## config.mk

```make
export PLATFORM = sky130hd
export DESIGN_NAME = captura_jogada_flat
export DESIGN_NICKNAME = d
export VERILOG_FILES = /design/src/rtl/captura_jogada_if.sv /design/src/rtl/captura_jogada.sv /design/src/flat_wrapper.sv
export SDC_FILE = /design/constraint.sdc
export NUM_CORES = 1
export LEC_CHECK = 0
export BUFFER_PORTS_ARGS = -buffer_cell sky130_fd_sc_hd__buf_2
export CORE_MARGIN = 3
export CORE_UTILIZATION = 48
export DETAILED_ROUTE_END_ITERATION = 10
export PLACE_DENSITY = 0.72
export SYNTH_ARGS = -nofsm -noshare
export SYNTH_HDL_FRONTEND = slang
export SYNTH_SLANG_ARGS = --single-unit
```

## constraint.sdc

```tcl
create_clock -name i_clock -period 1.45 [get_ports i_clock]
set_clock_uncertainty 0.15 [all_clocks]
set_input_delay 0.0725 -clock i_clock [delete_from_list [all_inputs] [get_ports i_clock]]
set_output_delay 0.0725 -clock i_clock [all_outputs]
set_load 0.05 [all_outputs]
```

## src/rtl/captura_jogada_if.sv

```systemverilog
// Button-capture bundle: enable, raw buttons and clear in, captured move and status pulses out.
interface captura_jogada_if;
  logic       habilita;
  logic [3:0] botoes;
  logic       limpa;
  logic [3:0] jogada;
  logic       jogada_valida;
  logic       jogada_feita;
  logic       multipla;
  logic       timeout;

  modport master (
    output habilita, botoes, limpa,
    input  jogada, jogada_valida, jogada_feita, multipla, timeout
  );

  modport slave (
    input  habilita, botoes, limpa,
    output jogada, jogada_valida, jogada_feita, multipla, timeout
  );
endinterface

```

## src/rtl/captura_jogada.sv

```systemverilog
// Synchronizes and debounces four buttons, holds one accepted one-hot move until cleared; move lands 2+DEBOUNCE_CYCLES edges after the press.
// Optional inactivity pulse on `timeout` when CAPTURA_TIMEOUT_EN is defined; otherwise tied 0.
module captura_jogada #(
  parameter int DEBOUNCE_CYCLES = 4,
  parameter int TIMEOUT_CYCLES  = 1000
) (
  input  logic            i_clock,
  input  logic            i_reset,
  captura_jogada_if.slave io_cap
);

  localparam int            CW       = $clog2(DEBOUNCE_CYCLES) + 1;
  localparam logic [CW-1:0] CNT_LAST = CW'(DEBOUNCE_CYCLES - 1);

  typedef enum logic [1:0] {
    IDLE     = 2'd0,
    DEBOUNCE = 2'd1,
    REGISTRA = 2'd2,
    SOLTAR   = 2'd3
  } state_t;

  state_t        r_state;
  logic [3:0]    r_sinc1;
  logic [3:0]    r_sinc2;
  logic [3:0]    r_cand;
  logic [CW-1:0] r_cnt;
  logic [3:0]    r_jogada;
  logic          r_valida;
  logic          r_feita;
  logic          r_multipla;
  logic          w_onehot;

  always_ff @(posedge i_clock) begin
    if (i_reset) begin
      r_sinc1 <= 4'd0;
      r_sinc2 <= 4'd0;
    end else begin
      r_sinc1 <= io_cap.botoes;
      r_sinc2 <= r_sinc1;
    end
  end

  assign w_onehot = (r_cand != 4'd0) && ((r_cand & (r_cand - 4'd1)) == 4'd0);

  // A registration on the same edge as limpa is assigned later, so the new move wins.
  always_ff @(posedge i_clock) begin
    if (i_reset) begin
      r_state    <= IDLE;
      r_cand     <= 4'd0;
      r_cnt      <= '0;
      r_jogada   <= 4'd0;
      r_valida   <= 1'b0;
      r_feita    <= 1'b0;
      r_multipla <= 1'b0;
    end else begin
      r_feita    <= 1'b0;
      r_multipla <= 1'b0;
      if (io_cap.limpa) begin
        r_jogada <= 4'd0;
        r_valida <= 1'b0;
      end
      case (r_state)
        IDLE: begin
          if (io_cap.habilita && (r_sinc2 != 4'd0)) begin
            r_state <= DEBOUNCE;
            r_cand  <= r_sinc2;
            r_cnt   <= '0;
          end
        end
        DEBOUNCE: begin
          if (!io_cap.habilita || (r_sinc2 == 4'd0)) begin
            r_state <= IDLE;
          end else if (r_sinc2 != r_cand) begin
            r_cand <= r_sinc2;
            r_cnt  <= '0;
          end else if (r_cnt < CNT_LAST) begin
            r_cnt <= r_cnt + 1'b1;
          end else if (w_onehot) begin
            r_state  <= REGISTRA;
            r_jogada <= r_cand;
            r_valida <= 1'b1;
            r_feita  <= 1'b1;
          end else begin
            r_state    <= SOLTAR;
            r_multipla <= 1'b1;
          end
        end
        REGISTRA: r_state <= SOLTAR;
        SOLTAR: begin
          // Held buttons park here so one press yields at most one move.
          if (r_sinc2 == 4'd0) begin
            r_state <= IDLE;
          end
        end
        default: r_state <= IDLE;
      endcase
    end
  end

  assign io_cap.jogada        = r_jogada;
  assign io_cap.jogada_valida = r_valida;
  assign io_cap.jogada_feita  = r_feita;
  assign io_cap.multipla      = r_multipla;

`ifdef CAPTURA_TIMEOUT_EN
  localparam int            TW      = $clog2(TIMEOUT_CYCLES) + 1;
  localparam logic [TW-1:0] TO_LAST = TW'(TIMEOUT_CYCLES - 1);

  logic [TW-1:0] r_to_cnt;
  logic          r_timeout;
  logic          w_ocioso;

  assign w_ocioso = (r_state == IDLE) && io_cap.habilita && !r_valida && (r_sinc2 == 4'd0);

  always_ff @(posedge i_clock) begin
    if (i_reset) begin
      r_to_cnt  <= '0;
      r_timeout <= 1'b0;
    end else begin
      r_timeout <= 1'b0;
      if (!w_ocioso) begin
        r_to_cnt <= '0;
      end else if (r_to_cnt == TO_LAST) begin
        r_to_cnt  <= '0;
        r_timeout <= 1'b1;
      end else begin
        r_to_cnt <= r_to_cnt + 1'b1;
      end
    end
  end

  assign io_cap.timeout = r_timeout;
`else
  // Comparison is constant false; keeps the parameter referenced while the line stays 0.
  assign io_cap.timeout = (TIMEOUT_CYCLES < 0);
`endif

endmodule

```

## src/flat_wrapper.sv

```systemverilog
// flat-port wrapper written by rule: the top's interface ports become plain ports
module captura_jogada_flat 
#(
  parameter int DEBOUNCE_CYCLES = 4,
  parameter int TIMEOUT_CYCLES  = 1000
)
  (i_clock, i_reset, io_cap_habilita, io_cap_botoes, io_cap_limpa, io_cap_jogada, io_cap_jogada_valida, io_cap_jogada_feita, io_cap_multipla, io_cap_timeout);
  captura_jogada_if io_cap_i ();
  input  logic i_clock;
  input  logic i_reset;
  input wire logic [$bits(io_cap_i.habilita)-1:0] io_cap_habilita;
  input wire logic [$bits(io_cap_i.botoes)-1:0] io_cap_botoes;
  input wire logic [$bits(io_cap_i.limpa)-1:0] io_cap_limpa;
  output wire logic [$bits(io_cap_i.jogada)-1:0] io_cap_jogada;
  output wire logic [$bits(io_cap_i.jogada_valida)-1:0] io_cap_jogada_valida;
  output wire logic [$bits(io_cap_i.jogada_feita)-1:0] io_cap_jogada_feita;
  output wire logic [$bits(io_cap_i.multipla)-1:0] io_cap_multipla;
  output wire logic [$bits(io_cap_i.timeout)-1:0] io_cap_timeout;
  assign io_cap_i.habilita = io_cap_habilita;
  assign io_cap_i.botoes = io_cap_botoes;
  assign io_cap_i.limpa = io_cap_limpa;
  assign io_cap_jogada = io_cap_i.jogada;
  assign io_cap_jogada_valida = io_cap_i.jogada_valida;
  assign io_cap_jogada_feita = io_cap_i.jogada_feita;
  assign io_cap_multipla = io_cap_i.multipla;
  assign io_cap_timeout = io_cap_i.timeout;
  captura_jogada #(.DEBOUNCE_CYCLES(DEBOUNCE_CYCLES), .TIMEOUT_CYCLES(TIMEOUT_CYCLES)) u_core (.i_clock(i_clock), .i_reset(i_reset), .io_cap(io_cap_i));
endmodule
```

==> flow_summary.rst <==
.. list-table::
   :header-rows: 1

   * - Metric
     - Value
   * - Post-Syn Nets
     - ~120
   * - Average wire per cell in the routed design
     - 12.0 µm
   * - Delay-heaviest family, CP
     - compound AO/OA/AOI/OAI gates
   * - Setup repair after global routing missed its margin
     - true
   * - TritonCTS clock tree
     - yes
   * - Minimum clock period
     - 1.58 ns
   * - Mean Syn Cell Area
     - around 9.3 µm²
   * - Root buffer cell
     - clkbuf_4
   * - Maximum VDD drop
     - 607 µV
   * - Die area
     - about 0.0027 mm²
   * - Num rows
     - 16
   * - CTS max path bufs
     - 2
   * - Final core area utilization
     - 0.698
   * - Setup Crit Path Kind
     - reg2reg
   * - Number of max-cap violations
     - 0
   * - Final Max Tran Viols
     - 0
   * - Vertical die dimension
     - 52.0 µm
   * - Cell variety after synth
     - 35
   * - Number of vias per cell
     - 5.23
   * - Critical path launch point type
     - flip-flop
   * - Clock-pin slew of the registers on the worst-case setup and hold paths
     - 0.12 ns
   * - Slowest cell on the critical path
     - dfxtp_2
   * - Cell count after synthesis
     - between 100 and 150
   * - DR DRC count
     - 0
   * - Primary FF master, synth
     - dfxtp_1
   * - Achievable frequency
     - 631 MHz
   * - Final setup viols
     - 15
   * - Filler cell count
     - 155
   * - Sequential standard cell area
     - 499 µm²
   * - Maximum net fanout on the critical path
     - 5
   * - Number of antenna violations at the first check in global routing
     - 0
   * - Global-route wire length before repair
     - 3620 µm
   * - Ys async rst share
     - 0
   * - Total leakage power
     - between 0.5 and 0.6 nW
   * - Share of Yosys cell area claimed by the top area cell type
     - 0.472
   * - Synth area leaders
     - dfxtp_1 47%, nor2b_1 8.6%, a21oi_1 4.9%
   * - I/O pins
     - 16
   * - Horizontal extent of the die
     - ~52 µm
   * - Number of warnings printed during yosys synthesis
     - 0
   * - Total area of multi-input combinational cells
     - 571 µm²
   * - Total half-perimeter wirelength after legalization and detailed placement
     - 1470 µm
   * - CP cell instances
     - o41ai_4 > buf_4 > nor2_4 > nand4_1 > o21ai_1 > a21oi_1
   * - Setup ws final
     - -0.135 ns
   * - Overall via count from detail_route
     - 899
   * - Overall track demand over capacity in global routing
     - 0.180
   * - Largest area contributor in the netlist
     - dfxtp_1
   * - Starting density of the core
     - 0.513
   * - Number of standard cells in the final layout excluding fillers
     - 172
   * - Run status
     - finished with violations
   * - Cell count after placement
     - 158
   * - Buffer and inverter count on the worst path
     - 1
   * - Antenna Diode Count
     - 0
   * - Worst hold path class
     - in2reg
   * - Inserted Clock Buffers
     - 3
   * - Initial detailed-routing violation count
     - 6
   * - Number of hold-slack violations in the final timing report
     - 0
   * - Hold Slack
     - 0.166 ns
   * - Number of nets in the final layout
     - 155
   * - Share of cells above drive strength 1
     - 0.379
   * - Wirelength, routed
     - 2060 µm
   * - Pre-Repair DR Iteration Count
     - 4
   * - Total congestion overflow after global routing
     - 0
   * - Number of port buffers
     - 14
   * - Count of state elements after synthesis
     - 24
   * - Worst EP arrival
     - 1.68 ns
   * - Clock latency reported for the late side of the worst-skew pair
     - 0.30 ns
   * - Max incr delay on CP
     - between 0.3 and 0.4 ns
   * - GPL Wtd Cong
     - 0.789
   * - Layout overhead on the synthesized area
     - 36.0%
   * - Violations in the final reports
     - setup timing
   * - Sequential fraction of the synthesis area
     - 0.472
   * - Cell area after synthesis
     - slightly above 0.001 mm²
   * - Count of antenna-violating nets left after detailed routing
     - 0
   * - H-tree lvl count
     - 1
   * - Kind of capture point of the worst setup path
     - flip-flop
   * - Pin count of the biggest net entering global routing
     - 14
   * - CP Data Required Time
     - approximately 1.5 ns
   * - Cell area power density
     - between 800 and 900 mW/mm²
   * - Share of the cycle needed by the critical path after routing
     - 1.09
   * - Number of enable flip-flop cells after synthesis
     - 0
   * - Sink Count
     - 24
   * - Via count of the first global-routing pass
     - 889
   * - CORE AREA
     - 0.00198 mm²
==> final timing paths <==
path,slack (ns),from,cells past startpoint,to
setup / recovery,-0.13,u_core.r_sinc2[0],6,u_core.io_cap.jogada[0]
setup reg to reg,-0.13,u_core.r_sinc2[0],6,u_core.io_cap.jogada[0]
hold / removal,0.17,io_cap_habilita,6,u_core.r_cnt[1]
hold reg to reg,0.30,u_core.r_sinc1[2],1,u_core.r_sinc2[2]
==> stage by stage <==
stage | power, W | setup TNS, ns | setup slack, ns | instance area, µm²
2_1_floorplan | 0.000764 | -0.668 | -0.125 | 1020
3_3_place_gp | 0.000803 | -0.837 | -0.117 | 1200
3_5_place_dp | 0.000806 | -1.12 | -0.168 | 1200
4_1_cts | 0.00113 | -0.857 | -0.109 | 1360
5_1_grt | 0.00117 | -2.20 | -0.184 | 1380
6_report | 0.00112 | -1.00 | -0.135 | 1380
==> final cells by class <==
class,instances,share of cell area
multi-input cells,81,0.412
flip-flops and latches,24,0.361
repair buffers,36,0.184
well taps,27,0.0244
clock buffers,4,0.0190
==> worst register-to-register path, stage by stage, from the launching register on <==
cell and delay, ns:
dfxtp_2 0.37, o41ai_4 0.33, buf_4 0.20, nor2_4 0.06, nand4_1 0.17, o21ai_1 0.09
a21oi_1 0.16
==> logic make-up after synthesis <==
family	synth area share
XOR/XNOR	0.0431
adder cells (fa/ha/maj)	0.0123
buffers and inverters	0.0185
flip-flops	0.472
other	0.00369
AND/OR/NAND/NOR	0.251
AO/OA/AOI/OAI	0.199
==> cells in the mapped netlist, drive strengths merged (2+ instances only) <==
cell type  count
a21oi         11
nor2b         14
xnor2          3
buf            2
nand3          5
nor2           8
nand2          6
dfxtp         24
nor3           2
xor2           2
clkbuf         2
o21ai         11
==> repair_timing <==
item	4_1_cts	5_1_grt
hold endpoints to repair	12	0
buffers inserted	2	2
setup endpoints to repair	16	16
pin swaps	12	1
gates resized for setup	24	2
hold buffers	6	0
==> where the power goes <==
| part | internal, W | switching (W) |
|---|---|---|
| Sequential | 0.000669 | 0.0000133 |
| Combinational | 0.0000765 | 0.0000676 |
| Clock | 0.000107 | 0.000185 |
| Total | 0.000853 | 0.000266 |
==> registers in the layout, summed over array words and instances (netlist names), named ones only <==
signal and count:
u_core.r_cnt 3, u_core.io_cap.jogada_valida 1, u_core.r_sinc2 4, u_core.io_cap.jogada_feita 1
u_core.r_sinc1 4, u_core.io_cap.jogada 4, u_core.r_cand 4, u_core.io_cap.multipla 1
u_core.r_state 1
==> routing by layer <==
layer  track usage  routed length (µm)  vias to the layer above
li1              -                   -                      457
met1         0.189                 848                      420
met2         0.339                1110                       20
met3        0.0344                  94                        2
met4        0.0830                  11                        0
met5             0                   0                        -
==> cells in the final DEF, fill, tap and decap left out, types with 3 or more instances in the layout <==
cell type	Yosys	final
nor2_1	7	5
o21ai_0	10	5
xnor2_1	3	3
dfxtp_2	0	3
dfxtp_1	24	17
dfxtp_4	0	4
clkbuf_4	0	3
buf_2	0	14
buf_4	1	15
nand2_1	6	6
o21ai_1	1	4
nand3_1	5	5
a21oi_1	10	10
nor2b_1	14	13
dlygate4sd3_1	0	6
Note: power is estimated with default switching activity, not from simulation.
